[config.mk]
export PLATFORM = sky130hd
export DESIGN_NAME = pic_pc_unit
export DESIGN_NICKNAME = d
export VERILOG_FILES = /design/src/rtl/pic_pc_unit.sv
export SDC_FILE = /design/constraint.sdc
export NUM_CORES = 1
export LEC_CHECK = 0
export CAP_MARGIN = 20
export CORE_MARGIN = 2
export CORE_UTILIZATION = 42
export DETAILED_ROUTE_END_ITERATION = 8
export GPL_ROUTABILITY_DRIVEN = 0
export HOLD_SLACK_MARGIN = 0.1
export MAX_ROUTING_LAYER = met4
export PLACE_DENSITY = 0.85
export SYNTH_ARGS = -nofsm -noshare
export SYNTH_HDL_FRONTEND = slang
export SYNTH_SLANG_ARGS = --single-unit
[constraint.sdc]
create_clock -name clk -period 2.4 [get_ports clk]
set_input_delay 0.36 -clock clk [delete_from_list [all_inputs] [get_ports clk]]
set_output_delay 0.36 -clock clk [all_outputs]
set_load 0.05 [all_outputs]
[src/rtl/pic_pc_unit.sv]
// PIC16C57 program counter and next-PC sequencer: drives the 2-level return stack,
// applies GOTO/CALL/RETLW/PCL-write/skip, and inserts the post-branch pipeline flush.
module pic_pc_unit #(
    parameter int              PC_W        = 11,
    parameter logic [PC_W-1:0] RESET_VEC   = 11'h7FF,
    parameter int              STACK_DEPTH = 2
) (
    input  logic            clk,
    input  logic            rst,
    input  logic            en,
    input  logic [2:0]      pc_op,
    input  logic [8:0]      k,
    input  logic [7:0]      pcl_data,
    input  logic [1:0]      pa,
    input  logic [PC_W-1:0] stack_top,
    output logic [PC_W-1:0] stack_in,
    output logic [1:0]      stack_instruction,
    output logic [PC_W-1:0] pc,
    output logic            flush,
    output logic [1:0]      depth,
    output logic            ovf,
    output logic            unf
);

    typedef enum logic [2:0] {
        OP_INC    = 3'd0,
        OP_GOTO   = 3'd1,
        OP_CALL   = 3'd2,
        OP_RETLW  = 3'd3,
        OP_PCL_WR = 3'd4,
        OP_SKIP   = 3'd5,
        OP_RSV6   = 3'd6,
        OP_RSV7   = 3'd7
    } op_t;

    typedef enum logic [1:0] {
        S_PUSH = 2'd0,
        S_POP  = 2'd1,
        S_NO   = 2'd2
    } stack_cmd_t;

    localparam logic [1:0] DEPTH_MAX = 2'(STACK_DEPTH);

    op_t             eff_op;
    stack_cmd_t      cmd;
    logic [PC_W-1:0] pc_next;
    logic            flush_next;
    logic [1:0]      depth_next;
    logic            ovf_next;
    logic            unf_next;

    // A flushed slot holds a discarded fetch, so its opcode must not act.
    always_comb begin
        eff_op = flush ? OP_INC : op_t'(pc_op);
    end

    always_comb begin
        cmd = S_NO;
        if (!rst && en) begin
            case (eff_op)
                OP_CALL:  cmd = S_PUSH;
                OP_RETLW: cmd = S_POP;
                default:  cmd = S_NO;
            endcase
        end
    end

    assign stack_instruction = cmd;
    assign stack_in          = pc;

    always_comb begin
        pc_next    = pc + 1'b1;
        flush_next = 1'b1;
        depth_next = depth;
        ovf_next   = ovf;
        unf_next   = unf;
        case (eff_op)
            OP_GOTO: pc_next = PC_W'({pa, k[8:0]});
            OP_CALL: begin
                pc_next = PC_W'({pa, 1'b0, k[7:0]});
                if (depth < DEPTH_MAX) depth_next = depth + 2'd1;
                else                   ovf_next   = 1'b1;
            end
            OP_RETLW: begin
                pc_next = stack_top;
                if (depth != '0) depth_next = depth - 2'd1;
                else             unf_next   = 1'b1;
            end
            OP_PCL_WR: pc_next = PC_W'({pa, 1'b0, pcl_data});
            OP_SKIP:   flush_next = 1'b1;
            default:   flush_next = 1'b0;
        endcase
    end

    always_ff @(posedge clk or posedge rst) begin
        if (rst) begin
            pc    <= RESET_VEC;
            flush <= 1'b1;
            depth <= '0;
            ovf   <= 1'b0;
            unf   <= 1'b0;
        end else if (en) begin
            pc    <= pc_next;
            flush <= flush_next;
            depth <= depth_next;
            ovf   <= ovf_next;
            unf   <= unf_next;
        end
    end

endmodule

# Word-level counts from Yosys, hierarchy flattened
# Cells that the tools add are included.
# word_totals
reg_bits	16
in_bits	36
output_inout_bits	29
word_cells	34
# op_classes
addsub	3
magnitude_cmp	1
eq_ne	7
n_mux	8
bitwise_logic	2
n_reduce_logical	8
# op_table
op	n
11-bit case mux with 4 select lines	1
11-bit by 1-bit adder with 11-bit output (second input constant)	1
2-bit case mux with 2 select lines	2
3-bit by 2-bit == test with 1-bit output (second input constant)	2
3-bit == test (second input constant)	2
2-bit 2-to-1 mux	3
3-bit AND reduction	2
5-bit OR reduction	1
2-bit inequality test (second input constant)	2
4-bit AND reduction	1
2-bit nonzero test	2
3-bit by 1-bit == test with 1-bit output (second input constant)	1
3-bit 2-to-1 mux	1
2-bit by 1-bit adder with 2-bit output (second input constant)	1
2-bit < comparator (second input constant)	1
1-bit NOT	2
2-bit by 1-bit subtractor with 2-bit output (second input constant)	1
1-bit logical AND	1
1-bit zero test	1
1-bit 2-to-1 mux	1

# Logic depth before layout (Yosys ltp)
# Gate-level depths: netlist (run 1).
# logic_depth
depth_word	4
depth_mapped	6
ltp_nobuf	5

# Least setup slack after synthesis (run 1)
# No wires, ideal clock.
# synth_path
kind	register to output
startpoint	reg flush
endpoint	out stack_instruction[0]
arrival_time_ps	1920
required_ps	2040
slack_ps	120
path_stages_with_launch	6
n_path_buf	2
path_cell_list	dfstp_2 clkbuf_1 nor4bb_1 clkbuf_1 nand2_1 nor2_1
# synth_between
elab_chain_cells	4
word_cells_on_any_way	5
cone_classes	eq/ne (2); mux (3)
# synth_rtl
element	line	source
from (decl)	19	output logic flush,
from (signal assigned)	104	flush <= flush_next;
3-bit 2-to-1 mux (*)	54	eff_op = flush ? OP_INC : op_t'(pc_op);
3-bit by 2-bit == test with 1-bit output	60	case (eff_op)
2-bit case mux with 2 select lines (*)	60	
2-bit 2-to-1 mux (*)	59	if (!rst && en) begin
to (decl)	17	output logic [1:0] stack_instruction,
# Every way passes the cells marked *; elsewhere a longest branch is shown, timed or not.

# Worst setup path in the final report (run 1)
# layout_path
startpoint	reg flush
endpoint	out flush
# No word-level cell between the ends.

==> results of run 1 <==
## cell type report
cell class                      count  area [sq um]  area share
Sequential cell                    16           415       0.200
Clock buffer                        4          36.3      0.0175
Inverter                            7          26.3      0.0126
Multi-Input combinational cell    132           842       0.405
Timing Repair Buffer               71           701       0.337
Tap cell                           46          57.6      0.0277
## metrics by stage
stage	hold WS, ns	cell area [sq um]	utilization	total power [uW]
3_3_place_gp	0.471	2040	0.622	1670
3_5_place_dp	0.464	2040	0.622	1680
4_1_cts	0.407	2080	0.633	1870
5_1_grt	0.451	2080	0.633	1980
2_1_floorplan	0.273	1420	-	1350
6_report	0.393	2080	0.633	1870
## layer usage
metal,vias up,wire (um),GRT usage
li1,750,-,-
met3,9,217,0.0414
met4,0,78,0.0790
met5,-,0,-
met1,704,1690,0.289
met2,63,1950,0.356
## sequential cells by signal (all words and copies together), names as in the netlist
signal,flops
flush,1
ovf,1
depth,2
pc,11
unf,1
## power by group through the flow
stage / Sequential (uW) / Combinational (uW) / Clock [uW]
final: 527 / 1150 / 189
after floorplan: 815 / 535 / 0
after global placement: 529 / 1140 / 0
after global routing: 556 / 1220 / 205
after CTS: 529 / 1160 / 190
after detailed placement: 532 / 1150 / 0
## layout by cell type (no fill, tap or decap), types with 2 or more instances in the layout
cell             synthesis  layout
nand3_1                  6       6
clkdlybuf4s50_1          0      62
a221o_1                  2       2
nand4_1                  2       2
mux2_2                   2       2
dfstp_2                 12      12
a31oi_1                  2       2
buf_4                   11       8
nand2_1                 18      18
nor3_1                   3       3
nor2_1                  13      13
mux2i_1                  2       2
clkbuf_4                 0       3
a21oi_1                 11      11
o31ai_1                  3       3
or3_1                    2       2
a211o_1                  5       5
inv_1                    7       7
nand2b_1                 4       4
a22o_1                   2       2
and2_1                   2       2
nor2b_1                  7       7
o21ai_0                 13      13
and3_1                   2       2
dfrtp_1                  4       4
a21bo_2                  2       2
## worst min path at each step
| stage | startpoint | to | slack (ns) | depth (start not counted) |
|---|---|---|---|---|
| global route | rst | depth[0]$_DFFE_PP0P_ | 0.45 | 3 |
| floorplan | rst | depth[0]$_DFFE_PP0P_ | 0.27 | 1 |
| finish | rst | depth[1]$_DFFE_PP0P_ | 0.39 | 3 |
| detailed placement | unf$_DFFE_PP0P_ | unf$_DFFE_PP0P_ | 0.46 | 1 |
| CTS | rst | depth[1]$_DFFE_PP0P_ | 0.41 | 3 |
| global placement | unf$_DFFE_PP0P_ | unf$_DFFE_PP0P_ | 0.47 | 1 |
## cell families (layout without fill, tap and decap cells)
| logic type | count (synthesis) | count (layout) |
|---|---|---|
| AOI/OAI and AO/OA | 54 | 54 |
| xor gates and xnor gates | 1 | 1 |
| adders and majority gates | 1 | 1 |
| buffers and inverters | 28 | 82 |
| DFF | 16 | 16 |
| muxes | 4 | 4 |
| and+or+nand+nor | 72 | 72 |
==> results.json, run 1 <==
{
  "p_seq_frac": 0.282,
  "setup_viol": 0,
  "switching_share": 0.508,
  "start_util": 0.431,
  "reg2reg_depth": 5,
  "synth_edf_count": 0,
  "postCtsSetupBuffers": 0,
  "yosys_warnings": 0,
  "avgRoutedWirePerCell_um": 14.3,
  "synth_area_leaders": "dfstp_2 (22%), dfrtp_1 (7.1%), buf_4 (5.8%)",
  "cts-buffers-inserted": 3,
  "first_global_vias": 1345,
  "timing.fmax_mhz": 461,
  "required_ns": 2.04,
  "slowest_delay_ns": 0.84,
  "placed_cells": 272,
  "io_pins": 65,
  "setup_slack_ns": 0.230,
  "crit_path_end": "flush",
  "fin_crit_ns": 2.17,
  "setup.reg_to_reg.worst_slack_ns": 0.54,
  "fp.dieArea_sq_um": 3850,
  "p_int_uw": 918,
  "wl_um": 3940,
  "leakagePower_uw": 0.000801,
  "rows": 21,
  "muxShareOfSynthArea": 0.0301,
  "nNetsFinal": 268,
  "synthArstFlopShare": 1.00,
  "timing.critical_path.cells": "clkdlybuf4s50_1",
  "slew_viol_final": 0,
  "status": "finished, final reports clean",
  "synth_compound_area_frac": 0.268,
  "path_class": "flip-flop to output pin",
  "synth_nets": 213,
  "switchingPower_uw": 949,
  "ys_ff_latch": 16,
  "clockBufferDepth": 2,
  "globalRouteOverflowTotal": 0,
  "cts_max_level": 1,
  "cap_violations": 0,
  "die_w_um": 62.0,
  "viasPerCell": 5.53,
  "finalCritPeriodShare": 0.904,
  "first_pass_iters": 4,
  "cp.arrival_ns": 1.81,
  "syn_inst": 176,
  "r2r_start": "pc[0]$_DFFE_PP1P_",
  "hpwlAfterDp_um": 3020,
  "finalSetupTns_ns": 0,
  "ys_types": 56,
  "portBuffers": 64,
  "cp.depth": 1,
  "critPathLaunchType": "flip-flop",
  "cts_sinks": 16,
  "pwr-share-clk": 0.101,
  "grt_antenna_before_repair": 0,
  "cts.repair.resized": 0,
  "holdBufCountCts": 0,
  "power_density_nw_per_um2": 898,
  "synth_top_family_by_area": "simple AND/OR/NAND/NOR gates",
  "grt_max_degree": 24,
  "synth_top_area_cell": "dfstp_2",
  "synth_most_common_cell": "nand2_1",
  "grt_pass1_wl_um": 6240,
  "dpl_worst_slack_ns": 0.144,
  "synth.top_cells.by_count": "nand2_1 (18), nor2_1 (13), o21ai_0 (13)",
  "fp.coreArea_sq_um": 3280,
  "vias": 1526,
  "slowest_stage": "clkdlybuf4s50_1",
  "cp-end-kind": "output pin",
  "path_delay_family": "buffers and inverters",
  "slew_headroom": 0.509,
  "fin_cells": 276,
  "tightest_slew_ns": 0.730,
  "cts_tree": "yes",
  "startpoint": "flush$_DFFE_PP1P_",
  "die_h_um": 62.0,
  "hp-class": "primary input to asynchronous set/reset pin",
  "synth_xor_area_frac": 0.00619,
  "drive_above_1_share": 0.161,
  "num_antenna_cells": 0,
  "grt.total_usage": 0.226,
  "synth-simple-area-share": 0.282,
  "syn-cell-area_sq_um": 1420,
  "peakVddDrop_mv": 0.625,
  "avgSynthCellArea_sq_um": 8.04,
  "drc": 0,
  "root_buffer": "clkbuf_4",
  "ys_seq_area_frac": 0.294,
  "worst-path-buf-inv": 1,
  "area_growth_pct": 46.9,
  "pwr-share-comb": 0.616,
  "nFillCells": 300,
  "rsz0062_at_grt": "false",
  "skew_ns": 0.00625,
  "clk_latency_ns": 0.30,
  "hold_viol": 0,
  "synthAdderAreaFrac": 0.00884,
  "antenna_left": 0,
  "ys.flop_type": "dfstp_2",
  "r2r_end": "pc[10]$_DFFE_PP1P_",
  "synth_top_area_share": 0.223,
  "path_max_fanout": 11,
  "clkSlewWorstSetupHoldPaths_ns": 0.10,
  "drtIter0Drc": 93
}
Note: power is estimated with default switching activity, not from simulation.
==> run 2, diff against run 1 <==
Settings changed: CORE_ASPECT_RATIO set to 0.8, MAX_ROUTING_LAYER met4 to unset.
==> results.json, run 2 (synthesis gave the netlist of run 1 again) <==
{
  "start_util": 0.449,
  "hold_viol": 0,
  "area_growth_pct": 47.4,
  "avgRoutedWirePerCell_um": 14.6,
  "first_global_vias": 1284,
  "hold_depth": 1,
  "portBuffers": 64,
  "viasPerCell": 5.63,
  "fp.coreArea_sq_um": 3150,
  "clk_latency_ns": 0.26,
  "hpwlAfterDp_um": 3110,
  "reg.largest.list": "pc x11, depth x2",
  "tightest_slew_ns": 0.670,
  "grt_antenna_before_repair": 0,
  "top_register": "pc",
  "hold_ws_ns": 0.474,
  "timing.fmax_mhz": 457,
  "grt_pass1_wl_um": 5930,
  "die_h_um": 55.9,
  "first_pass_iters": 4,
  "slew_viol_final": 0,
  "min_to": "ovf$_DFFE_PP0P_",
  "path_class": "primary input to output pin",
  "fin_cells": 270,
  "nNetsFinal": 268,
  "setup_viol": 0,
  "clockBufferDepth": 2,
  "setup_slack_ns": 0.211,
  "finalCritPeriodShare": 0.912,
  "layout_common_cells": "clkdlybuf4s50_1 (62), nand2_1 (18), o21ai_0 (13), nor2_1 (13), dfstp_2 (12)",
  "drtIter0Drc": 74,
  "required_ns": 2.04,
  "rows": 18,
  "antenna_left": 0,
  "leakagePower_uw": 0.000804,
  "hp-class": "flip-flop to flip-flop",
  "peakVddDrop_mv": 0.855,
  "grt.total_usage": 0.204,
  "hp-start": "ovf$_DFFE_PP0P_",
  "vias": 1521,
  "r2r_end": "pc[10]$_DFFE_PP1P_",
  "cap_violations": 0,
  "fin_crit_ns": 2.19,
  "grt_max_degree": 24,
  "skew_ns": 0.00430,
  "r2r_start": "pc[0]$_DFFE_PP1P_",
  "finalSetupTns_ns": 0,
  "cts_max_level": 1,
  "drive_above_1_share": 0.161,
  "root_buffer": "clkbuf_8",
  "globalRouteOverflowTotal": 0,
  "status": "finished, final reports clean",
  "clkSlewWorstSetupHoldPaths_ns": 0.07,
  "fp.dieArea_sq_um": 3850,
  "largest_reg_flops": 11,
  "postCtsSetupBuffers": 0,
  "setup.reg_to_reg.worst_slack_ns": 0.53,
  "cp.arrival_ns": 1.83,
  "final_common_cell": "clkdlybuf4s50_1",
  "reg2reg_depth": 5,
  "dpl_worst_slack_ns": 0.135,
  "holdBufCountCts": 0,
  "path_max_fanout": 8,
  "placed_cells": 266,
  "critPathLaunchType": "primary input",
  "die_w_um": 68.9,
  "rsz0062_at_grt": "false",
  "stdcell_area_sq_um": 2090,
  "cts_tree": "yes",
  "power_density_nw_per_um2": 912,
  "num_antenna_cells": 0,
  "slew_headroom": 0.550,
  "drc": 0,
  "cts_sinks": 16,
  "cts-buffers-inserted": 3,
  "io_pins": 65,
  "cp-end-kind": "output pin",
  "dpl_cell_area_sq_um": 2030,
  "wl_um": 3930
}
-- run 2: cell counts in the layout (fill, tap and decap cells not counted) --
No cell type changed its count.
-- run 2: worst max-delay path, cell delays in order --
cell             delay, ns
clkdlybuf4s50_1       0.62
nor4bb_2              0.37
nand2_1               0.13
nor2_1                0.18
buf_12                0.16
-- run 2: area by class of cell --
class,instances,area [sq um]
Sequential cell,16,415
Timing Repair Buffer,71,701
Inverter,7,26.3
Multi-Input combinational cell,132,848
Tap cell,40,50.0
Fill cell,276,1070
Clock buffer,4,45.0
-- run 2: metal layers --
metal,wire [um],GRT usage,vias to the layer above
li1,-,-,751
met1,1790,0.304,701
met2,1790,0.301,65
met3,324,0.0445,4
met4,29,0.0420,0
met5,0,0,-
-- run 2: worst max-delay path by stage --
stage | startpoint | end | slack, ns | depth (start not counted)
after detailed placement | pc_op[0] | pc[5]$_DFFE_PP1P_ | 0.13 | 5
final | pc_op[1] | stack_instruction[0] | 0.21 | 5
after floorplan | flush$_DFFE_PP1P_ | stack_instruction[0] | 0.12 | 5
after CTS | pc_op[1] | stack_instruction[0] | 0.16 | 5
after global routing | pc_op[1] | stack_instruction[0] | 0.04 | 5
after global placement | pc_op[1] | stack_instruction[0] | 0.18 | 5
-- run 2: power breakdown --
group	internal [uW]	switching, uW
combinational	423	725
clock	118	103
sequential	404	129
-- run 2: timing repair --
item / in CTS / in global routing
endpoints found under the hold margin: 0 / 0
resized for setup: 0 / 1
setup endpoints to repair: 0 / 1
-- run 2: metrics by stage --
step                      power (uW)  utilization
after global placement          1670        0.645
after floorplan                 1350            -
final                           1900        0.662
after CTS                       1910        0.660
after detailed placement        1680        0.645
after global routing            1990        0.662
